--- config.mk ---
export PLATFORM = sky130hd
export DESIGN_NAME = dds_pulse_meter
export DESIGN_NICKNAME = d
export VERILOG_FILES = /design/src/rtl/dds_pulse_meter.sv
export SDC_FILE = /design/constraint.sdc
export NUM_CORES = 1
export LEC_CHECK = 0
export BUFFER_PORTS_ARGS = -buffer_cell sky130_fd_sc_hd__buf_2
export CAP_MARGIN = 40
export CORE_MARGIN = 4
export CORE_UTILIZATION = 35
export DETAILED_ROUTE_END_ITERATION = 12
export PLACE_DENSITY_LB_ADDON = 0.2
export REMOVE_ABC_BUFFERS = 1
export SETUP_SLACK_MARGIN = 0.3
export SLEW_MARGIN = 0
export SYNTH_ARGS = -nofsm -noshare
export SYNTH_HDL_FRONTEND = slang
export SYNTH_SLANG_ARGS = --single-unit
--- constraint.sdc ---
create_clock -name clk -period 6.9 [get_ports clk]
set_clock_uncertainty 0.1 [all_clocks]
set_input_delay 1.035 -clock clk [delete_from_list [all_inputs] [get_ports clk]]
set_output_delay 1.035 -clock clk [all_outputs]
set_load 0.05 [all_outputs]
--- src/rtl/dds_pulse_meter.sv ---
// dds_pulse_meter: averaged period, ref-to-input phase lag and loss-of-signal
// detection for DDS pulse trains. Both pulse inputs are synchronized internally.
module dds_pulse_meter #(
    parameter int WIDTH    = 32,
    parameter int AVG_LOG2 = 2,
    parameter int TIMEOUT  = 1000000
) (
    input  logic             clk,
    input  logic             reset,
    input  logic             enable,
    input  logic             pulse_in,
    input  logic             pulse_ref,
    output logic [WIDTH-1:0] period_out,
    output logic             period_valid,
    output logic [WIDTH-1:0] phase_out,
    output logic             phase_valid,
    output logic             timeout
);

    localparam int SUM_W = WIDTH + AVG_LOG2;

    localparam logic [0:0] ST_IDLE = 1'b0;
    localparam logic [0:0] ST_RUN  = 1'b1;

    localparam logic [WIDTH-1:0]    TIMEOUT_W = WIDTH'(TIMEOUT);
    localparam logic [WIDTH-1:0]    CNT_ONE   = WIDTH'(1);
    localparam logic [AVG_LOG2:0]   NPER_ONE  = (AVG_LOG2 + 1)'(1);
    localparam logic [AVG_LOG2:0]   NPER_LAST = (AVG_LOG2 + 1)'((1 << AVG_LOG2) - 1);

    logic [0:0]        state_q,        state_d;
    logic [2:0]        in_sync_q,      in_sync_d;
    logic [2:0]        ref_sync_q,     ref_sync_d;
    logic [WIDTH-1:0]  pcnt_q,         pcnt_d;
    logic [AVG_LOG2:0] nper_q,         nper_d;
    logic [SUM_W-1:0]  sum_q,          sum_d;
    logic [WIDTH-1:0]  period_out_q,   period_out_d;
    logic              period_valid_q, period_valid_d;
    logic [WIDTH-1:0]  phcnt_q,        phcnt_d;
    logic              armed_q,        armed_d;
    logic [WIDTH-1:0]  phase_out_q,    phase_out_d;
    logic              phase_valid_q,  phase_valid_d;
    logic              timeout_q,      timeout_d;

    logic              in_edge;
    logic              ref_edge;
    logic [SUM_W-1:0]  win_total;

    // Same three-flop path on both inputs keeps their relative timing exact.
    assign in_edge   = in_sync_q[1]  & ~in_sync_q[2];
    assign ref_edge  = ref_sync_q[1] & ~ref_sync_q[2];
    assign win_total = sum_q + SUM_W'(pcnt_q);

    always_comb begin
        state_d        = state_q;
        in_sync_d      = {in_sync_q[1:0], pulse_in};
        ref_sync_d     = {ref_sync_q[1:0], pulse_ref};
        pcnt_d         = pcnt_q;
        nper_d         = nper_q;
        sum_d          = sum_q;
        period_out_d   = period_out_q;
        period_valid_d = 1'b0;
        phcnt_d        = phcnt_q;
        armed_d        = armed_q;
        phase_out_d    = phase_out_q;
        phase_valid_d  = 1'b0;
        timeout_d      = timeout_q;

        if (!enable) begin
            state_d = ST_IDLE;
            pcnt_d  = '0;
            nper_d  = '0;
            sum_d   = '0;
            phcnt_d = '0;
            armed_d = 1'b0;
        end else begin
            case (state_q)
                ST_IDLE: begin
                    pcnt_d = '0;
                    nper_d = '0;
                    sum_d  = '0;
                    // The edge leaving IDLE only opens the first period.
                    if (in_edge) begin
                        pcnt_d    = CNT_ONE;
                        state_d   = ST_RUN;
                        timeout_d = 1'b0;
                    end
                end
                ST_RUN: begin
                    if (in_edge) begin
                        pcnt_d = CNT_ONE;
                        if (nper_q == NPER_LAST) begin
                            period_out_d   = WIDTH'(win_total >> AVG_LOG2);
                            period_valid_d = 1'b1;
                            sum_d          = '0;
                            nper_d         = '0;
                        end else begin
                            sum_d  = win_total;
                            nper_d = nper_q + NPER_ONE;
                        end
                    end else if (pcnt_q == TIMEOUT_W) begin
                        state_d      = ST_IDLE;
                        timeout_d    = 1'b1;
                        period_out_d = '0;
                        pcnt_d       = '0;
                        nper_d       = '0;
                        sum_d        = '0;
                    end else begin
                        pcnt_d = pcnt_q + CNT_ONE;
                    end
                end
                default: state_d = ST_IDLE;
            endcase

            if (ref_edge && in_edge) begin
                phase_out_d   = '0;
                phase_valid_d = 1'b1;
                armed_d       = 1'b0;
            end else if (ref_edge) begin
                phcnt_d = '0;
                armed_d = 1'b1;
            end else if (armed_q) begin
                if (in_edge) begin
                    phase_out_d   = phcnt_q;
                    phase_valid_d = 1'b1;
                    armed_d       = 1'b0;
                end else if (phcnt_q != '1) begin
                    phcnt_d = phcnt_q + CNT_ONE;
                end
            end
        end
    end

    always_ff @(posedge clk or posedge reset) begin
        if (reset) begin
            state_q        <= ST_IDLE;
            in_sync_q      <= '0;
            ref_sync_q     <= '0;
            pcnt_q         <= '0;
            nper_q         <= '0;
            sum_q          <= '0;
            period_out_q   <= '0;
            period_valid_q <= 1'b0;
            phcnt_q        <= '0;
            armed_q        <= 1'b0;
            phase_out_q    <= '0;
            phase_valid_q  <= 1'b0;
            timeout_q      <= 1'b0;
        end else begin
            state_q        <= state_d;
            in_sync_q      <= in_sync_d;
            ref_sync_q     <= ref_sync_d;
            pcnt_q         <= pcnt_d;
            nper_q         <= nper_d;
            sum_q          <= sum_d;
            period_out_q   <= period_out_d;
            period_valid_q <= period_valid_d;
            phcnt_q        <= phcnt_d;
            armed_q        <= armed_d;
            phase_out_q    <= phase_out_d;
            phase_valid_q  <= phase_valid_d;
            timeout_q      <= timeout_d;
        end
    end

    assign period_out   = period_out_q;
    assign period_valid = period_valid_q;
    assign phase_out    = phase_out_q;
    assign phase_valid  = phase_valid_q;
    assign timeout      = timeout_q;

endmodule
==> flow_summary.ini <==
[run_status]
status = finished clean

[sta]
max_clock_freq_mhz = 305
worstMarginPinSlew_ps = 874
rsz_0062_raised_after_global_routing = false
timing_max_transition_violations_final = 0
layout_min_cycle_time_ps = 3280
setup-tns-final_ps = 0
period_share_pct = 47.5
finalHoldViolations = 0
timing.final.setup_violations = 0
slew_headroom_pct = 41.6
timing.final.ws_setup_ps = 3620

[routing]
drt.antenna.violating_nets = 0
post-route-drc-count = 0
detail_route.wirelength_mm = 23.6
avgRoutedWirePerCell_um = 16.8
vias_post_dr = 7368
vias_per_cell = 5.26
initialDrtViolationCount = 474
first_pass_iters = 5

[setup_path]
timing.critical_path.cells = ha_1 -> inv_1 -> fa_1 -> nand2b_1 -> a21oi_1 -> o21ai_0 -> a31oi_1 -> o31ai_1 -> o41ai_1 -> xnor2_1 -> a22o_1
critPathRequiredTime_ps = 7120
setup.worst_path.start = pcnt_q[0]$_DFF_PP0_
crit_type = register to register
timing.rr.end = sum_q[26]$_DFFE_PP0P_
slowest_stage_delay_cp_ps = 480
worstReg2RegStart = pcnt_q[0]$_DFF_PP0_
critPathLaunchType = register
reg2reg_slack_ps = 3620
crit_fanout = 5
worst_ep_arrival_time_ps = 3500
rr_worst_depth = 11
critical_path.endpoint = sum_q[26]$_DFFE_PP0P_
crit_path_end_kind = register
critical-path-slowest-cell = sky130_fd_sc_hd__o41ai_1

[clock_network]
cts_htree_levels = 4
cts_tree = built
post_cts_resize_count = 0
clk_path_buf_depth = 2
clock_slew_at_reported_path_ffs_ps = 80
clock_latency_ps = 440
postCtsHoldBufs = 0
numClockSinks = 176
cts-root-buf = sky130_fd_sc_hd__clkbuf_16
cts-buffers-inserted = 17
postCtsSetupRepairBufs = 0

[synthesis]
synth_most_common_cell = sky130_fd_sc_hd__dfrtp_1
async_reset_ff_share_pct = 100
commonest_cells_in_the_netlist = sky130_fd_sc_hd__dfrtp_1 (176), sky130_fd_sc_hd__nand2_1 (170), sky130_fd_sc_hd__o21ai_0 (90)
postSynthAreaPerCell_um2 = 9.32
synth.lib_cells_used.distinct = 62
yosys.area.top_type_share_pct = 47.4
synth_enable_flop_cells = 0
synth_top_cells_by_area = sky130_fd_sc_hd__dfrtp_1 (47%), sky130_fd_sc_hd__nand2_1 (6.9%), sky130_fd_sc_hd__ha_1 (4.8%)
synth_seq_cells = 176
synth_top_area_cell = sky130_fd_sc_hd__dfrtp_1
ys.warnings.count = 0
ys_dominant_reg_cell = sky130_fd_sc_hd__dfrtp_1
yosysSeqAreaShare_pct = 47.4
netlist_area_um2 = 9300
syn_inst = 998

[die]
die_y_um = 171
start_util_pct = 35.6
dieArea_um2 = 29200
cell_row_count = 59
coreArea_um2 = 26100
ios = 72
die_x_um = 171

[placed_design]
io_buffer_count = 71
dp_hpwl_mm = 16.6
preCtsSetupSlack_ps = 3290
placedInstanceArea_um2 = 10000
final_estimated_routing_congestion_in_global_placement = 0.860

[layout]
fillerInstances = 2675
finalNetCount = 1096
final_design_area_no_fill_um2 = 10600
post-route-util_pct = 40.7
drive_above_1_share_pct = 12.7
areaGrowthSynthToFinish_pct = 14.2
antenna_cells = 0

[power_and_ir_drop]
cellInternalPower_uw = 1540
power.share.sequential_pct = 49.5
finalPower_uw = 2100
share_clk_of_total_power_pct = 47.1
max-vdd-ir-drop_v = 0.000137
p_sw_uw = 556
power_per_unit_of_standard_cell_area_nw_per_um2 = 198
pwr-share-comb_pct = 3.4
power.share.switching_pct = 26.5
power.static_leakage_uw = 0.00485

[global_route]
grt_max_degree = 103
globalRoute.totalOverflow = 0
wire_length_of_the_first_global_routing_pass_mm = 39.2
first_global_vias = 7344
grt_antenna_before_repair = 0
gr-usage-all-layers_pct = 16.6

[run]
max_cap_viol_count = 0

[hold_path]
hold_class = register to register
## cells in the final DEF (no fill, tap or decap), drive strengths merged, types with 17 or more instances in the layout
cell type    n
xor2        44
nand3       36
xnor2       27
o31ai       17
nor2        77
inv         29
dfrtp      176
o21ai       97
nand2      170
a22o        33
a21oi       54
buf         82
ha          36
nand4       26
clkbuf      17
## cell type report
type / count / area [um2] / share of cell area (%)
Multi-Input combinational cell: 754 / 4620 / 43.5
Clock buffer: 17 / 425 / 4.00
Tap cell: 335 / 419 / 3.94
Inverter: 23 / 93.8 / 0.883
Timing Repair Buffer: 82 / 465 / 4.38
Sequential cell: 176 / 4400 / 41.5
Clock inverter: 15 / 193 / 1.81
## state kept, by name, summed over array words and instances, names as in the netlist, 3 cells and up
| register | count |
|---|---|
| sum_q | 34 |
| pcnt_q | 32 |
| period_out | 32 |
| phase_out | 32 |
| phcnt_q | 32 |
| in_sync_q | 3 |
| nper_q | 3 |
| ref_sync_q | 3 |
## routing by layer
| layer | share of wire (%) | wire length, um | up-vias | track usage [%] |
|---|---|---|---|---|
| met4 | 1.6 | 382 | 0 | 4.75 |
| met2 | 46 | 10800 | 121 | 26.0 |
| met5 | 0 | 0 | - | 0 |
| li1 | - | - | 3659 | - |
| met3 | 3.2 | 746 | 24 | 2.98 |
| met1 | 49 | 11700 | 3564 | 23.8 |
## power by group through the flow
| stage | Combinational [uW] | Sequential [uW] | Clock (uW) |
|---|---|---|---|
| CTS | 73.9 | 1040 | 1020 |
| floorplan | 38.8 | 1060 | 0 |
| finish | 71.2 | 1040 | 988 |
| global route | 81.5 | 1040 | 1060 |
| global placement | 70.9 | 1060 | 0 |
| detailed placement | 74.1 | 1060 | 0 |
## how the worst min path moves through the flow
| stage | start | endpoint | slack, ps | cells past startpoint |
|---|---|---|---|---|
| floorplan | in_sync_q[0]$_DFF_PP0_ | in_sync_q[1]$_DFF_PP0_ | 230 | 0 |
| global route | in_sync_q[0]$_DFF_PP0_ | in_sync_q[1]$_DFF_PP0_ | 270 | 0 |
| CTS | in_sync_q[0]$_DFF_PP0_ | in_sync_q[1]$_DFF_PP0_ | 260 | 0 |
| finish | in_sync_q[0]$_DFF_PP0_ | in_sync_q[1]$_DFF_PP0_ | 250 | 0 |
| detailed placement | in_sync_q[0]$_DFF_PP0_ | in_sync_q[1]$_DFF_PP0_ | 240 | 0 |
| global placement | in_sync_q[0]$_DFF_PP0_ | in_sync_q[1]$_DFF_PP0_ | 240 | 0 |
## through the flow
step                hold WS [ps]  cells
global placement             236   1368
global route                 266   1402
CTS                          256   1402
finish                       255   1402
detailed placement           236   1370
floorplan                    231    953
## critical path, delay by kind of cell, from the launching register on
family                   cells  cell delay, ps
AO/OA/AOI/OAI                6            1660
adder cells (fa/ha/maj)      2             620
flip-flops                   1             420
AND/OR/NAND/NOR              1             180
XOR/XNOR                     1             140
buffers and inverters        1              60
## kinds of logic (layout without fill, tap and decap cells)
kind of cell | count (synthesis) | count (layout) | share of synthesized area, %
adders and majority gates | 37 | 37 | 5.06
DFF | 176 | 176 | 47.4
and+or+nand+nor | 390 | 390 | 20.2
xor gates and xnor gates | 71 | 71 | 6.69
buffers and inverters | 68 | 137 | 2.99
AOI/OAI and AO/OA | 256 | 256 | 17.7
(Power assumes the default switching activity.)
